## src/rtl/alu_pkg.sv

```systemverilog
// -----------------------------------------------------------------------------
// alu_pkg
// Shared definitions for the pipelined ALU: operation codes, the FSM state
// encoding, flag bit positions and a small op-classification helper.
// No ports (package).
// -----------------------------------------------------------------------------
package alu_pkg;

  // Operation codes. 0_xxxx is the legacy 4-bit ALU map; 1_1000..1_1111 are
  // reserved and intentionally absent from the enum.
  typedef enum logic [4:0] {
    OP_PASSA = 5'b0_0000,
    OP_INCA  = 5'b0_0001,
    OP_DECA  = 5'b0_0010,
    OP_PASSB = 5'b0_0011,
    OP_INCB  = 5'b0_0100,
    OP_DECB  = 5'b0_0101,
    OP_ADD   = 5'b0_0110,
    OP_ADC   = 5'b0_0111,
    OP_NOTA  = 5'b0_1000,
    OP_NOTB  = 5'b0_1001,
    OP_AND   = 5'b0_1010,
    OP_OR    = 5'b0_1011,
    OP_NAND  = 5'b0_1100,
    OP_NOR   = 5'b0_1101,
    OP_XOR   = 5'b0_1110,
    OP_XNOR  = 5'b0_1111,
    OP_SUB   = 5'b1_0000,
    OP_SBB   = 5'b1_0001,
    OP_ADCF  = 5'b1_0010,
    OP_SHL   = 5'b1_0011,
    OP_SHR   = 5'b1_0100,
    OP_SAR   = 5'b1_0101,
    OP_ROL   = 5'b1_0110,
    OP_ROR   = 5'b1_0111
  } alu_op_e;

  typedef enum logic {
    ST_IDLE  = 1'b0,
    ST_SHIFT = 1'b1
  } alu_state_e;

  // Bit positions inside the {V,C,N,Z} flag vector.
  localparam int FLAG_Z = 0;
  localparam int FLAG_N = 1;
  localparam int FLAG_C = 2;
  localparam int FLAG_V = 3;

  // True for the five multi-cycle shift/rotate ops.
  function automatic logic is_shift_op(input logic [4:0] op);
    return (op >= OP_SHL) && (op <= OP_ROR);
  endfunction

endpackage

```

## src/rtl/alu_core.sv

```systemverilog
// -----------------------------------------------------------------------------
// alu_core
// Purely combinational single-cycle datapath. All add/sub-class ops share one
// WIDTH+1-bit adder/subtractor whose top bit is the carry (add) or borrow (sub).
// Shift ops pass operand a through unchanged: that is the k=0 result, and the
// multi-cycle shifter in the top handles every other amount.
// Ports:
//   i_op     operation code
//   i_a/i_b  operands
//   i_c_in   external carry (ADC only)
//   i_cflag  stored carry flag (SBB/ADCF)
//   o_y      result
//   o_c/o_v  carry/borrow and signed overflow
//   o_upd_c  op is arithmetic or shift, so the stored carry flag takes o_c
// -----------------------------------------------------------------------------
module alu_core
  import alu_pkg::*;
#(
  parameter int WIDTH = 8
) (
  input  logic [4:0]       i_op,
  input  logic [WIDTH-1:0] i_a,
  input  logic [WIDTH-1:0] i_b,
  input  logic             i_c_in,
  input  logic             i_cflag,
  output logic [WIDTH-1:0] o_y,
  output logic             o_c,
  output logic             o_v,
  output logic             o_upd_c
);

  localparam logic [WIDTH-1:0] ONE = {{(WIDTH-1){1'b0}}, 1'b1};

  logic [WIDTH-1:0] w_x;
  logic [WIDTH-1:0] w_z;
  logic [WIDTH-1:0] w_logic;
  logic             w_ci;
  logic             w_sub;
  logic             w_arith;
  logic             w_shift;
  logic [WIDTH:0]   w_ext;
  logic             w_ovf;

  // Decode: pick adder operands/direction, or produce the pass/logic result
  always_comb begin
    w_x     = i_a;
    w_z     = i_b;
    w_ci    = 1'b0;
    w_sub   = 1'b0;
    w_arith = 1'b0;
    w_shift = 1'b0;
    w_logic = {WIDTH{1'b0}};
    case (i_op)
      OP_PASSA: w_logic = i_a;
      OP_INCA:  begin w_z = ONE; w_arith = 1'b1; end
      OP_DECA:  begin w_z = ONE; w_sub = 1'b1; w_arith = 1'b1; end
      OP_PASSB: w_logic = i_b;
      OP_INCB:  begin w_x = i_b; w_z = ONE; w_arith = 1'b1; end
      OP_DECB:  begin w_x = i_b; w_z = ONE; w_sub = 1'b1; w_arith = 1'b1; end
      OP_ADD:   w_arith = 1'b1;
      OP_ADC:   begin w_ci = i_c_in; w_arith = 1'b1; end
      OP_NOTA:  w_logic = ~i_a;
      OP_NOTB:  w_logic = ~i_b;
      OP_AND:   w_logic = i_a & i_b;
      OP_OR:    w_logic = i_a | i_b;
      OP_NAND:  w_logic = ~(i_a & i_b);
      OP_NOR:   w_logic = ~(i_a | i_b);
      OP_XOR:   w_logic = i_a ^ i_b;
      OP_XNOR:  w_logic = ~(i_a ^ i_b);
      OP_SUB:   begin w_sub = 1'b1; w_arith = 1'b1; end
      OP_SBB:   begin w_ci = i_cflag; w_sub = 1'b1; w_arith = 1'b1; end
      OP_ADCF:  begin w_ci = i_cflag; w_arith = 1'b1; end
      OP_SHL, OP_SHR, OP_SAR, OP_ROL, OP_ROR: begin
        w_logic = i_a;
        w_shift = 1'b1;
      end
      default:  w_logic = {WIDTH{1'b0}};  // reserved ops yield zero
    endcase
  end

  // Shared WIDTH+1-bit adder/subtractor; subtraction overflows when the
  // operand signs differ and the result sign departs from the minuend
  always_comb begin
    if (w_sub) begin
      w_ext = {1'b0, w_x} - {1'b0, w_z} - {{WIDTH{1'b0}}, w_ci};
      w_ovf = (w_x[WIDTH-1] != w_z[WIDTH-1]) && (w_ext[WIDTH-1] != w_x[WIDTH-1]);
    end else begin
      w_ext = {1'b0, w_x} + {1'b0, w_z} + {{WIDTH{1'b0}}, w_ci};
      w_ovf = (w_x[WIDTH-1] == w_z[WIDTH-1]) && (w_ext[WIDTH-1] != w_x[WIDTH-1]);
    end
  end

  // Result and flag select
  always_comb begin
    if (w_arith) begin
      o_y = w_ext[WIDTH-1:0];
      o_c = w_ext[WIDTH];
      o_v = w_ovf;
    end else begin
      o_y = w_logic;
      o_c = 1'b0;
      o_v = 1'b0;
    end
  end

  assign o_upd_c = w_arith | w_shift;

endmodule

```

## src/rtl/pipelined_alu.sv

```systemverilog
// -----------------------------------------------------------------------------
// pipelined_alu
// Valid/ready wrapped ALU. Single-cycle ops complete on the accepting edge;
// shift/rotate ops move one bit per cycle in the SHIFT state and complete on
// the k-th edge after acceptance. A held (unconsumed) result blocks new
// requests.
// Ports:
//   clk, rst             clock, asynchronous active-high reset
//   in_valid/in_ready    request handshake for op, a, b, c_in
//   op                   5-bit operation code
//   a, b                 operands (b[SHW-1:0] is the shift amount)
//   c_in                 external carry for ADC
//   out_valid/out_ready  result handshake
//   y                    registered result
//   flags                registered {V,C,N,Z}
// -----------------------------------------------------------------------------
module pipelined_alu
  import alu_pkg::*;
#(
  parameter int WIDTH = 8
) (
  input  logic             clk,
  input  logic             rst,
  input  logic             in_valid,
  output logic             in_ready,
  input  logic [4:0]       op,
  input  logic [WIDTH-1:0] a,
  input  logic [WIDTH-1:0] b,
  input  logic             c_in,
  output logic             out_valid,
  input  logic             out_ready,
  output logic [WIDTH-1:0] y,
  output logic [3:0]       flags
);

  localparam int SHW = $clog2(WIDTH);
  localparam logic [SHW-1:0] CNT_ONE = {{(SHW-1){1'b0}}, 1'b1};

  alu_state_e       r_state;
  logic [4:0]       r_op;
  logic [WIDTH-1:0] r_sh;
  logic [SHW-1:0]   r_cnt;
  logic [WIDTH-1:0] r_y;
  logic [3:0]       r_flags;
  logic             r_cflag;
  logic             r_out_valid;

  logic [WIDTH-1:0] w_core_y;
  logic             w_core_c;
  logic             w_core_v;
  logic             w_core_upd;
  logic [SHW-1:0]   w_k;
  logic             w_accept;
  logic             w_shift_start;
  logic [WIDTH-1:0] w_sh_next;
  logic             w_sh_c;

  function automatic logic [3:0] pack_flags(input logic [WIDTH-1:0] res,
                                            input logic c, input logic v);
    logic [3:0] f;
    f         = 4'b0000;
    f[FLAG_V] = v;
    f[FLAG_C] = c;
    f[FLAG_N] = res[WIDTH-1];
    f[FLAG_Z] = (res == {WIDTH{1'b0}});
    return f;
  endfunction

  alu_core #(.WIDTH(WIDTH)) u_core (
    .i_op    (op),
    .i_a     (a),
    .i_b     (b),
    .i_c_in  (c_in),
    .i_cflag (r_cflag),
    .o_y     (w_core_y),
    .o_c     (w_core_c),
    .o_v     (w_core_v),
    .o_upd_c (w_core_upd)
  );

  assign w_k           = b[SHW-1:0];
  assign in_ready      = ~rst & (r_state == ST_IDLE) & (~r_out_valid | out_ready);
  assign w_accept      = in_valid & in_ready;
  // k=0 shifts complete in one cycle through the core's pass-through path
  assign w_shift_start = is_shift_op(op) && (w_k != {SHW{1'b0}});

  // One-bit shift/rotate step; carry is the bit that leaves the register
  always_comb begin
    w_sh_next = r_sh;
    w_sh_c    = 1'b0;
    case (r_op)
      OP_SHL:  begin w_sh_next = {r_sh[WIDTH-2:0], 1'b0};         w_sh_c = r_sh[WIDTH-1]; end
      OP_SHR:  begin w_sh_next = {1'b0, r_sh[WIDTH-1:1]};         w_sh_c = r_sh[0];       end
      OP_SAR:  begin w_sh_next = {r_sh[WIDTH-1], r_sh[WIDTH-1:1]}; w_sh_c = r_sh[0];      end
      OP_ROL:  begin w_sh_next = {r_sh[WIDTH-2:0], r_sh[WIDTH-1]}; w_sh_c = r_sh[WIDTH-1]; end
      OP_ROR:  begin w_sh_next = {r_sh[0], r_sh[WIDTH-1:1]};      w_sh_c = r_sh[0];       end
      default: begin w_sh_next = r_sh;                           w_sh_c = 1'b0;          end
    endcase
  end

  // Control FSM, shifter and output registers
  always_ff @(posedge clk or posedge rst) begin
    if (rst) begin
      r_state     <= ST_IDLE;
      r_op        <= 5'b0_0000;
      r_sh        <= {WIDTH{1'b0}};
      r_cnt       <= {SHW{1'b0}};
      r_y         <= {WIDTH{1'b0}};
      r_flags     <= 4'b0000;
      r_cflag     <= 1'b0;
      r_out_valid <= 1'b0;
    end else begin
      // Consumed result drops; a load below on the same edge overrides this
      if (r_out_valid && out_ready) begin
        r_out_valid <= 1'b0;
      end
      case (r_state)
        ST_IDLE: begin
          if (w_accept) begin
            if (w_shift_start) begin
              r_state <= ST_SHIFT;
              r_op    <= op;
              r_sh    <= a;
              r_cnt   <= w_k;
            end else begin
              r_y         <= w_core_y;
              r_flags     <= pack_flags(w_core_y, w_core_c, w_core_v);
              r_out_valid <= 1'b1;
              if (w_core_upd) begin
                r_cflag <= w_core_c;
              end
            end
          end
        end
        ST_SHIFT: begin
          r_sh  <= w_sh_next;
          r_cnt <= r_cnt - CNT_ONE;
          // Last step: the count reaches zero and the result loads now
          if (r_cnt == CNT_ONE) begin
            r_state     <= ST_IDLE;
            r_y         <= w_sh_next;
            r_flags     <= pack_flags(w_sh_next, w_sh_c, 1'b0);
            r_cflag     <= w_sh_c;
            r_out_valid <= 1'b1;
          end
        end
        default: r_state <= ST_IDLE;
      endcase
    end
  end

  assign out_valid = r_out_valid;
  assign y         = r_y;
  assign flags     = r_flags;

endmodule

```

## config.mk

```make
export PLATFORM = sky130hd
export DESIGN_NAME = pipelined_alu
export DESIGN_NICKNAME = d
export VERILOG_FILES = /design/src/rtl/alu_pkg.sv /design/src/rtl/alu_core.sv /design/src/rtl/pipelined_alu.sv
export SDC_FILE = /design/constraint.sdc
export NUM_CORES = 1
export LEC_CHECK = 0
export ABC_AREA = 0
export CAP_MARGIN = 20
export CORE_ASPECT_RATIO = 1.5
export CORE_MARGIN = 2
export CORE_UTILIZATION = 45
export CTS_CLUSTER_SIZE = 16
export DETAILED_ROUTE_END_ITERATION = 10
export PLACE_DENSITY = 0.7
export SLEW_MARGIN = 20
export SYNTH_ARGS = -nofsm -noshare
export SYNTH_HDL_FRONTEND = slang
export SYNTH_HIERARCHICAL = 1
export SYNTH_SLANG_ARGS = --single-unit
```

## constraint.sdc

```tcl
create_clock -name clk -period 4.6 [get_ports clk]
set_input_delay 0.92 -clock clk [delete_from_list [all_inputs] [get_ports clk]]
set_output_delay 0.92 -clock clk [all_outputs]
set_load 0.005 [all_outputs]
```

==> run summary <==
DP Worst Slack: -0.403 ns
adder-cell share of the synthesized area: 14.9%
fin. max-slew vios: 0
CTS Root Cell: clkbuf_16
largest family of logic cells by synthesized area: compound AO/OA/AOI/OAI gates
DR pass1 iterations: 5
Final setup violation count: 0
Synth top area share: 20.6%
mapped cell area: 3640 um2
minimum clock period after layout: 4.42 ns
Nets: 605
CTS sink cnt: 30
final hold vios: 0
die height: 114 um
Mapped Cells: 472
gr ovfl total: 0
Yosys cell types: 62
CP Launch Type: input port
antenna violations before repair: 0
Max Cap Violations: 0
logic gate share of total power: 53.5%
Routed wire per std cell: 17.1 um
TritonCTS Buffers: 5
first-pass GRT wire length: 17,800 um
Seq/Total Area, Yosys: 20.6%
gr usage total: 25.3%
H-tree Lvls: 2
Hold-fix buffers, CTS: 0
IR drop worst, VDD: 0.000249 V
setup TNS: 0 ns
switching share of power: 41.1%
Synth top cells by count: 59 x nor2_1, 46 x nand2_1, 37 x ha_1
Final Util: 57.7%
core box area: 7960 um2
fmax: 0.226 GHz
number of flops mapped to enable cells by yosys: 0
mean area per synthesized cell: 7.72 um2
Slowest cell on crit path: clkdlybuf4s50_1
Critical Path RT: 4.76 ns
Finished Layout Cells: 643
CP max stage delay: 0.49 ns
Worst Tran Pin Value: 0.663 ns
Yosys reg bits: 30
Worst path top cell family by delay: compound AO/OA/AOI/OAI gates
DRC Markers: 0
leakage power: 2.09 nW
Clk Latency, worst-skew pair: 0.28 ns
Cells after DPL: 635
Clock Pin Slew Worst Setup and Hold Paths: 0.05 ns
WP data arrival: 4.58 ns
most used cell, CP: nor2_1
Crit path buffers/inverters: 3
DR vias/cell: 5.93
clk buf depth: 2
synthesis warning total: 6
status: complete, no violations
Starting Density: 45.8%
Worst Setup End Kind: flop
Power Internal: 1.04 mW
synth-to-layout area growth: 25.9%
HPWL Detailed: 8450 um
Hold WC Path Type: flop to flop
# IOs: 40
vias in the first global route: 3,805
critical-path cell list: clkdlybuf4s50_1 > nor4b_4 > buf_4 > nor2_1 > a21oi_1 > inv_1 > fa_1 > fa_1 > a21o_1 > a21oi_2 > nor2b_1 > o21a_1 > o21a_1 > o21ai_1 > a221oi_2 > nor2_1 > nor2_1 > mux2_2
Synthesized Nets: 539
number of nets with antenna violations after routing: 0
Ant. Diodes: 0
top cells by area, synth: dfrtp_1 21%, ha_1 13%, nor2_1 6.1%, nand2_1 4.7%, a21oi_1 4.1%
sequential power share: 29.2%
die area: 8850 um2
largest net degree at the start of global routing: 31
Synth Area in XOR/XNOR: 4.29%
Synth Area in Compound Gates: 26.7%
top-count cell post-synth: nor2_1
fin crit share: 96.1%
wirelength, routed: 11,000 um
FFs w/ async S/R, synth: 100%
mux share of post-synthesis cell area: 3.19%
ys flop type: dfrtp_1
Vias: 3,810
final setup skew: 0.00466 ns
DRT iter0 DRCs: 287
Fill cells: 748
Row Count: 40
CTS tree: built
cell type with the largest total area after synthesis: dfrtp_1
Synth Area in Simple Gates: 23.1%
clock network fraction of design power: 17.3%
setup ws final: 0.180 ns
share of cells above drive strength 1: 13.6%
die width: 77.5 um
RePlAce Congestion: 0.962
crit-path max FO: 5
power per cell area: 385 nW/um2
NetSw: 0.726 mW
count of input and output buffers: 39
max_slew headroom: 55.7%
class of the most critical setup path: input port to flop
## cells by family (layout without fill, tap and decap cells)
kind of cell	Yosys count	count (layout)
and+or+nand+nor	171	171
AOI/OAI and AO/OA	140	140
buffers and inverters	62	128
adders and majority gates	41	41
DFF	30	30
xor gates and xnor gates	17	17
muxes	11	11
## final timing paths
| kind | depth (start not counted) | start | slack [ns] | endpoint |
|---|---|---|---|---|
| worst max-delay path | 18 | op[3] | 0.18 | flags[2] |
| worst min-delay path | 1 | y[6] | 0.48 | y[6] |
| worst max register to register | 16 | r_cflag | 1.30 | flags[2] |
| worst min register to register | 1 | y[6] | 0.48 | y[6] |
| max in group asynchronous | 3 | rst | 3.27 | r_op[1] |
| min in group asynchronous | 3 | rst | 1.04 | r_sh[0] |
## repair_timing
action | 4_1_cts | 5_1_grt
pin swaps | 0 | 2
gates resized for setup | 2 | 18
setup endpoints to repair | 4 | 6
setup buffers | 0 | 1
## layout make-up
class	instances	area (um2)	area share, %
Inverter	37	139	3.03
Clock buffer	7	133	2.89
Tap cell	105	131	2.86
Sequential cell	30	751	16.4
Multi-Input combinational cell	380	2710	59.0
Timing Repair Buffer	84	727	15.8
## metal layers
metal | global-route usage, % | share of wire, %
met1 | 27.7 | 38
met2 | 45.8 | 53
met3 | 3.00 | 5.1
met4 | 16.4 | 4.3
met5 | 0 | 0
## registers in the layout, indices dropped and copies added, names as in the netlist
signal / cells
r_sh: 8
y: 7
out_valid: 1
r_cnt: 3
r_cflag: 1
flags: 4
r_state: 1
r_op: 5
## cell usage in the layout, fill, tap and decap left out, drive strengths merged, types with 4 or more instances in the layout
master,n
a31oi,4
a21oi,30
mux2i,6
nand4,4
a221o,5
and3,7
a221oi,5
o21ai,24
xor2,7
o21a,6
inv,37
ha,37
nor4,4
a22oi,5
a222oi,5
xnor2,10
dfrtp,30
buf,45
nand2,46
clkdlybuf4s50,38
a211oi,8
fa,4
nor3,12
mux2,5
a21o,15
o211ai,6
nand2b,8
and2,7
nor2,59
clkbuf,7
nor2b,10
## worst reg2reg max path: cells and delay by family, from the launching register on
kind | cells | cell delay, ns
DFF | 1 | 0.39
and+or+nand+nor | 6 | 0.49
muxes | 1 | 0.27
AOI/OAI and AO/OA | 7 | 1.19
adders and majority gates | 2 | 0.84
## metrics by stage
stage	power [mW]	hold slack [ns]	instance area, um2
finish	1.77	0.478	4590
floorplan	1.10	0.471	3640
detailed placement	1.43	0.470	4370
global placement	1.41	0.464	4370
CTS	1.74	0.480	4500
global route	1.90	0.504	4590
## power by group through the flow
stage	registers (mW)	logic [mW]	clock network (mW)
finish	0.515	0.946	0.306
global route	0.530	1.05	0.323
CTS	0.512	0.920	0.309
detailed placement	0.514	0.912	0
global placement	0.511	0.894	0
floorplan	0.454	0.643	0
Power figures use the tool's default switching activity.
